===== src/rtl/tlul_pkg.sv =====
// ============================================================================
//  Module      : tlul_pkg
//  Description : TL-UL host/device channel types and integrity helpers.
//  Revision    : 1.0 - initial release
// ============================================================================
`default_nettype none

package tlul_pkg;

    typedef enum logic [2:0] {
        PutFullData    = 3'h0,
        PutPartialData = 3'h1,
        Get            = 3'h4
    } tl_a_op_e;

    typedef enum logic [2:0] {
        AccessAck     = 3'h0,
        AccessAckData = 3'h1
    } tl_d_op_e;

    localparam logic [3:0] InstrTypeDefault = 4'h9;

    typedef struct packed {
        logic [4:0] rsvd;
        logic [3:0] instr_type;
        logic [6:0] cmd_intg;
        logic [6:0] data_intg;
    } tl_a_user_t;

    typedef struct packed {
        logic [6:0] rsp_intg;
        logic [6:0] data_intg;
    } tl_d_user_t;

    typedef struct packed {
        logic        a_valid;
        tl_a_op_e    a_opcode;
        logic [2:0]  a_param;
        logic [1:0]  a_size;
        logic [7:0]  a_source;
        logic [31:0] a_address;
        logic [3:0]  a_mask;
        logic [31:0] a_data;
        tl_a_user_t  a_user;
        logic        d_ready;
    } tl_h2d_t;

    typedef struct packed {
        logic        d_valid;
        tl_d_op_e    d_opcode;
        logic [2:0]  d_param;
        logic [1:0]  d_size;
        logic [7:0]  d_source;
        logic        d_sink;
        logic [31:0] d_data;
        tl_d_user_t  d_user;
        logic        d_error;
        logic        a_ready;
    } tl_d2h_t;

    // 7-bit check code: XOR fold of the padded payload in 7-bit slices.
    function automatic logic [6:0] intg_fold(input logic [56:0] d);
        logic [62:0] p;
        p = {6'b0, d};
        return p[6:0] ^ p[13:7] ^ p[20:14] ^ p[27:21] ^ p[34:28]
             ^ p[41:35] ^ p[48:42] ^ p[55:49] ^ p[62:56];
    endfunction

    function automatic logic [6:0] get_cmd_intg(input tl_h2d_t tl);
        return intg_fold({14'b0, tl.a_user.instr_type, tl.a_address, tl.a_opcode, tl.a_mask});
    endfunction

    function automatic logic [6:0] get_data_intg(input logic [31:0] data);
        return intg_fold({25'b0, data});
    endfunction

endpackage

`default_nettype wire


===== src/rtl/tlul_stream_host_pkg.sv =====
// ============================================================================
//  Module      : tlul_stream_host_pkg
//  Description : States, command and status codes of the byte-stream TL-UL host.
//  Revision    : 1.0 - initial release
// ============================================================================
`default_nettype none

package tlul_stream_host_pkg;

    typedef enum logic [2:0] {
        CMD       = 3'd0,
        ADDR      = 3'd1,
        WDATA     = 3'd2,
        REQ       = 3'd3,
        RSP       = 3'd4,
        TX_STATUS = 3'd5,
        TX_RDATA  = 3'd6
    } state_e;

    localparam logic [7:0] CmdRead      = 8'h01;
    localparam logic [7:0] CmdWrite     = 8'h02;

    localparam logic [7:0] StatusOk     = 8'h00;
    localparam logic [7:0] StatusErr    = 8'h01;
    localparam logic [7:0] StatusBadCmd = 8'h02;

endpackage

`default_nettype wire


===== src/rtl/tlul_cmd_intg_gen.sv =====
// ============================================================================
//  Module      : tlul_cmd_intg_gen
//  Description : Fills in A-channel command and data integrity fields.
//  Revision    : 1.0 - initial release
// ============================================================================
`default_nettype none

module tlul_cmd_intg_gen (
    input  tlul_pkg::tl_h2d_t tl_i,
    output tlul_pkg::tl_h2d_t tl_o
);

    always_comb begin
        tl_o                  = tl_i;
        tl_o.a_user.cmd_intg  = tlul_pkg::get_cmd_intg(tl_i);
        tl_o.a_user.data_intg = tlul_pkg::get_data_intg(tl_i.a_data);
    end

endmodule

`default_nettype wire


===== src/rtl/tlul_stream_host.sv =====
// ============================================================================
//  Module      : tlul_stream_host
//  Description : Byte-stream command parser issuing single TL-UL reads/writes.
//                Optional inter-byte timeout: TLUL_STREAM_HOST_TIMEOUT_EN.
//  Revision    : 1.0 - initial release
// ============================================================================
`default_nettype none

module tlul_stream_host
    import tlul_stream_host_pkg::*;
#(
    parameter logic [7:0]  SourceId      = 8'd0,
    parameter int unsigned TimeoutCycles = 32'd1_250_000
) (
    input  logic              clk_i,
    input  logic              rst_i,
    input  logic [7:0]        rx_data_i,
    input  logic              rx_valid_i,
    output logic              rx_ready_o,
    output logic [7:0]        tx_data_o,
    output logic              tx_valid_o,
    input  logic              tx_ready_i,
    output tlul_pkg::tl_h2d_t tl_o,
    input  tlul_pkg::tl_d2h_t tl_i,
    output logic              busy_o
);

    state_e            r_state, w_state_next;
    logic [1:0]        r_cnt;
    logic              r_is_write;
    logic [31:0]       r_addr, r_wdata, r_rdata;
    logic [7:0]        r_status;
    logic              w_in_frame, w_timeout, w_cmd_ok;
    tlul_pkg::tl_h2d_t w_tl_raw;

    assign w_in_frame = (r_state == ADDR) || (r_state == WDATA);
    assign w_cmd_ok   = (rx_data_i == CmdRead) || (rx_data_i == CmdWrite);
    assign busy_o     = (r_state != CMD);

`ifdef TLUL_STREAM_HOST_TIMEOUT_EN
    localparam int unsigned TMO_W = $clog2(TimeoutCycles + 1);
    logic [TMO_W-1:0] r_tmo;

    // Counts idle cycles between frame bytes; any accepted byte restarts it.
    always_ff @(posedge clk_i) begin
        if (rst_i) begin
            r_tmo <= '0;
        end else if (w_in_frame && !rx_valid_i) begin
            r_tmo <= r_tmo + 1'b1;
        end else begin
            r_tmo <= '0;
        end
    end

    assign w_timeout = w_in_frame && !rx_valid_i && (r_tmo == TMO_W'(TimeoutCycles - 1));
`else
    logic w_unused_tmo;
    assign w_unused_tmo = (TimeoutCycles == 32'd0);
    assign w_timeout    = 1'b0;
`endif

    always_ff @(posedge clk_i) begin
        if (rst_i) begin
            r_state <= CMD;
        end else begin
            r_state <= w_state_next;
        end
    end

    // In CMD/ADDR/WDATA rx_ready is high and in TX_* tx_valid is high, so the
    // raw valid/ready inputs stand for the handshakes below.
    always_comb begin
        w_state_next = r_state;
        rx_ready_o   = 1'b0;
        tx_valid_o   = 1'b0;
        tx_data_o    = 8'h00;
        unique case (r_state)
            CMD: begin
                rx_ready_o = 1'b1;
                if (rx_valid_i) w_state_next = w_cmd_ok ? ADDR : TX_STATUS;
            end
            ADDR: begin
                rx_ready_o = 1'b1;
                if (w_timeout) w_state_next = CMD;
                else if (rx_valid_i && r_cnt == 2'd3) w_state_next = r_is_write ? WDATA : REQ;
            end
            WDATA: begin
                rx_ready_o = 1'b1;
                if (w_timeout) w_state_next = CMD;
                else if (rx_valid_i && r_cnt == 2'd3) w_state_next = REQ;
            end
            REQ: if (tl_i.a_ready) w_state_next = RSP;
            RSP: if (tl_i.d_valid) w_state_next = TX_STATUS;
            TX_STATUS: begin
                tx_valid_o = 1'b1;
                tx_data_o  = r_status;
                if (tx_ready_i) w_state_next = (!r_is_write && r_status == StatusOk) ? TX_RDATA : CMD;
            end
            TX_RDATA: begin
                tx_valid_o = 1'b1;
                tx_data_o  = r_rdata[{r_cnt, 3'b000} +: 8];
                if (tx_ready_i && r_cnt == 2'd3) w_state_next = CMD;
            end
            default: w_state_next = CMD;
        endcase
    end

    always_ff @(posedge clk_i) begin
        if (rst_i) begin
            r_cnt      <= 2'd0;
            r_is_write <= 1'b0;
            r_addr     <= 32'h0;
            r_wdata    <= 32'h0;
            r_rdata    <= 32'h0;
            r_status   <= 8'h00;
        end else begin
            unique case (r_state)
                CMD: if (rx_valid_i) begin
                    r_cnt      <= 2'd0;
                    r_is_write <= (rx_data_i == CmdWrite);
                    if (!w_cmd_ok) r_status <= StatusBadCmd;
                end
                ADDR: if (rx_valid_i) begin
                    r_addr[{r_cnt, 3'b000} +: 8] <= rx_data_i;
                    r_cnt                        <= r_cnt + 2'd1;
                end
                WDATA: if (rx_valid_i) begin
                    r_wdata[{r_cnt, 3'b000} +: 8] <= rx_data_i;
                    r_cnt                         <= r_cnt + 2'd1;
                end
                RSP: if (tl_i.d_valid) begin
                    r_rdata  <= tl_i.d_data;
                    r_status <= tl_i.d_error ? StatusErr : StatusOk;
                end
                TX_STATUS: if (tx_ready_i) r_cnt <= 2'd0;
                TX_RDATA:  if (tx_ready_i) r_cnt <= r_cnt + 2'd1;
                default: ;
            endcase
        end
    end

    // A fields come straight from registers that only move outside REQ.
    always_comb begin
        w_tl_raw                   = '0;
        w_tl_raw.a_valid           = (r_state == REQ);
        w_tl_raw.a_opcode          = r_is_write ? tlul_pkg::PutFullData : tlul_pkg::Get;
        w_tl_raw.a_param           = 3'd0;
        w_tl_raw.a_size            = 2'd2;
        w_tl_raw.a_source          = SourceId;
        w_tl_raw.a_address         = {r_addr[31:2], 2'b00};
        w_tl_raw.a_mask            = 4'hF;
        w_tl_raw.a_data            = r_is_write ? r_wdata : 32'h0;
        w_tl_raw.a_user.instr_type = tlul_pkg::InstrTypeDefault;
        w_tl_raw.d_ready           = (r_state == CMD) || (r_state == RSP);
    end

    tlul_cmd_intg_gen u_intg_gen (
        .tl_i (w_tl_raw),
        .tl_o (tl_o)
    );

    logic w_unused_tl;
    assign w_unused_tl = ^{tl_i.d_opcode, tl_i.d_param, tl_i.d_size,
                           tl_i.d_source, tl_i.d_sink, tl_i.d_user};

endmodule

`default_nettype wire


===== config.mk =====
export PLATFORM = sky130hd
export DESIGN_NAME = tlul_stream_host
export DESIGN_NICKNAME = d
export VERILOG_FILES = /design/src/rtl/tlul_pkg.sv /design/src/rtl/tlul_stream_host_pkg.sv /design/src/rtl/tlul_cmd_intg_gen.sv /design/src/rtl/tlul_stream_host.sv
export SDC_FILE = /design/constraint.sdc
export NUM_CORES = 1
export LEC_CHECK = 0
export ABC_AREA = 1
export CELL_PAD_IN_SITES_DETAIL_PLACEMENT = 1
export CELL_PAD_IN_SITES_GLOBAL_PLACEMENT = 1
export CORE_ASPECT_RATIO = 0.5
export CORE_UTILIZATION = 31
export DETAILED_ROUTE_END_ITERATION = 8
export GPL_ROUTABILITY_DRIVEN = 0
export GPL_TIMING_DRIVEN = 1
export PLACE_DENSITY = 0.9
export RECOVER_POWER = 100
export SLEW_MARGIN = 30
export SYNTH_ARGS = -nofsm -noshare
export SYNTH_HDL_FRONTEND = slang
export SYNTH_SLANG_ARGS = --single-unit

===== constraint.sdc =====
create_clock -name clk_i -period 2.3 [get_ports clk_i]
set_input_delay 0.46 -clock clk_i [delete_from_list [all_inputs] [get_ports clk_i]]
set_output_delay 0.46 -clock clk_i [all_outputs]
set_load 0.03 [all_outputs]

==> impl_metrics.toml <==
[hold_path]
hold_depth = 2
hold_end = "r_rdata[17]"
holdCritStartpoint = "r_rdata[17]"
hp-class = "reg2reg"

[synth]
synth.top_cells.by_count = "nand2_1, nor2_1, dfxtp_1"
yosysUniqueCellTypes = 32
netlist.top_cell.by_area = "dfxtp_1"
yosys.area.top_type_share = 0.378
synth.area.top_cells = "dfxtp_1, nand2_1, nor2_1, o21ai_0, a21oi_1"
synth-seq-cells = 102
avgSynthCellArea_um2 = 6.67
syn_inst = 810
synthFlopType = "dfxtp_1"
yosysWarnings = 0
ys_async_sr_fraction = 0
synth.cell_area_mm2 = 0.00540
synth_edf_count = 0
yosysMostFrequentCell = "nand2_1"
ys_seq_area_frac = 0.378

[grt]
grt.met1_usage = 0.251
grt_pass1_wl_um = 30100
antenna_found_initial = 0
grt_pass1_vias = 5815
busiest_layer = "met2"
grt_overflow = 0
grt_max_degree = 53
grt_use_met3 = 0.0475
grt_use_total = 0.214
grt_util_met2 = 0.395

[worst_setup_path]
critPathKind = "reg2out"
arrival_ns = 1.82
slowest_stage = "dfxtp_4"
slowest_delay_ns = 0.40
rr_endpoint = "r_addr[18]"
cp_cell_sequence = "buf_12, buf_12, nand2_1, inv_2, nand2_1, o21ai_2, nand2_1, o21ai_1, xor2_1, buf_4"
end_kind = "output pin"
r2r_cells = 9
crit_fanout = 6
critPathRequiredTime_ns = 1.84
rrSetupSlack_ns = 0.17
crit-reg2reg-launch = "r_cnt[0]"
crit_top_cell = "nand2_1"
start_kind = "flop"

[die]
rows = 33
initial_core_util = 0.324
dieArea_mm2 = 0.0180
dieWidth_um = 189
ios = 198
coreArea_mm2 = 0.0167
die_h_um = 95.3

[power]
power_w = 0.00564
power_switching_w = 0.00227
power_density_mw_per_mm2 = 750
pwr-share-comb = 0.370
p_clk_frac = 0.266
p_int_w = 0.00337
vdd_drop_max_mv = 0.385
power_frac_seq = 0.364
leakage_nw = 3.25
switching_share = 0.403

[clocking]
cts_buffers = 9
cts_tree = "done"
hold_buffers = 0
path_clk_slew_ns = 0.07
htreeDepth = 3
cts-root-buf = "clkbuf_16"
clockBufferDepth = 2
clkLatencyLatePin_ns = 0.35
cts_sinks = 102

[layout]
area_growth_pct = 39.2
layout-drive-gt1-share = 0.152
finalNonFillerCells = 1183
layout.nets = 1035
diodes = 0
design_area_mm2 = 0.00752

[sta]
hold_viol = 0
setup_ws_ns = 0.0226
worst_pin_slew_ns = 1.06
whs_ns = 0.452
slew_viol_final = 0
fmax_ghz = 0.439
slew_headroom = 0.293
finalCritPeriodShare = 0.990
fin_worst_skew_ns = 0.0134
rsz0062_at_grt = "yes"
period_needed_ns = 2.28
setup_viol_count_final = 0

[detailed_routing]
drc = 0
ant_nets = 0
drtIter0Drc = 384
first_pass_iters = 5
wire_per_inst_um = 16.7
vias = 5843
wl_um = 19700
vias_per_cell = 4.94

[status]
status = "finished, final reports clean"

[placed_design]
pre_cts_ws_ns = -0.0296
place.detailed.hpwl_um = 14100
portBuffers = 136
placed_cells = 1158
placed_cell_area_mm2 = 0.00700

[job]
drv_cap = 0
## registers in the layout, summed over array words and instances (netlist names)
signal      cells
r_rdata        32
r_wdata        32
r_addr         30
r_state         3
r_cnt           2
r_status        2
r_is_write      1
## final cells by class
cell class	count	area [µm²]
clock buffers	10	229
clock inverters	6	58.8
fillers	2137	9170
inverters	89	339
multi-input cells	585	2860
flip-flops and latches	102	2050
well taps	227	284
repair buffers	164	1700
## repair_timing
item	4_1_cts	5_1_grt
resized for setup	47	43
gates cloned	1	2
setup buffers	3	3
endpoints found under the setup margin	36	66
pin swaps	4	9
endpoints found under the hold margin	0	0
## critical path, delay by kind of cell, from the launching register on
| kind | cells | cell delay, ns |
|---|---|---|
| DFF | 1 | 0.40 |
| and+or+nand+nor | 3 | 0.19 |
| buffers and inverters | 4 | 0.52 |
| xor gates and xnor gates | 1 | 0.19 |
| AOI/OAI and AO/OA | 2 | 0.19 |
## routing by layer
| layer | share of wire | vias up |
|---|---|---|
| met5 | 0 | - |
| met3 | 0.052 | 46 |
| met2 | 0.50 | 219 |
| met1 | 0.42 | 2824 |
| met4 | 0.024 | 0 |
| li1 | - | 2754 |
## layout by cell type, fill, tap and decap left out, types with 2 or more instances in the layout
cell / count
nand2_2: 10
o21ai_1: 2
nor2_2: 4
conb_1: 30
o21ai_0: 68
buf_12: 17
nand2_4: 2
xor2_2: 3
inv_1: 74
ha_1: 6
dfxtp_1: 100
clkdlybuf4s50_1: 79
nand4_1: 2
clkbuf_1: 6
a21oi_2: 2
clkbuf_16: 11
nand2_1: 163
o21ai_2: 12
buf_4: 41
a21oi_1: 78
buf_6: 2
nand3_1: 23
dlygate4sd2_1: 4
nor2_4: 2
clkinvlp_4: 4
xor2_1: 12
dlymetal6s2s_1: 3
a211oi_1: 2
nor2_1: 140
xnor2_1: 16
clkdlybuf4s15_2: 2
buf_2: 2
inv_2: 13
clkbuf_2: 5
## kinds of logic (layout without fill, tap and decap cells)
kind of cell	Yosys count	in the layout	synth area share
buffers and inverters	151	269	0.134
adders and majority gates	6	6	0.0139
DFF	102	102	0.378
xor gates and xnor gates	32	32	0.0519
and+or+nand+nor	349	349	0.262
other	2	30	0.00139
AOI/OAI and AO/OA	168	168	0.158
## worst max path at each step
stage                     startpoint            to  slack [ns]  cells after the start
after floorplan           r_is_write       tl_o[5]        0.17                      9
after global placement    r_state[1]  tx_data_o[6]        0.09                      5
after detailed placement    r_cnt[0]    r_addr[20]       -0.03                      9
after CTS                   r_cnt[0]    r_addr[20]       -0.07                      9
after global routing      r_is_write       tl_o[6]       -0.08                     10
final                     r_is_write       tl_o[6]        0.02                     10
## per-stage QoR
step                       util  setup TNS [ns]
after floorplan               -               0
after global placement    0.420               0
after detailed placement  0.420         -0.0768
after CTS                 0.443          -0.443
after global routing      0.451          -0.254
final                     0.451               0
## power groups by stage
stage               combinational (W)  clock [W]  sequential [W]
detailed placement            0.00203          0         0.00208
floorplan                     0.00134          0         0.00209
global placement              0.00192          0         0.00207
CTS                           0.00204    0.00150         0.00205
finish                        0.00208    0.00150         0.00205
global route                  0.00229    0.00159         0.00207
(Power assumes the default switching activity.)
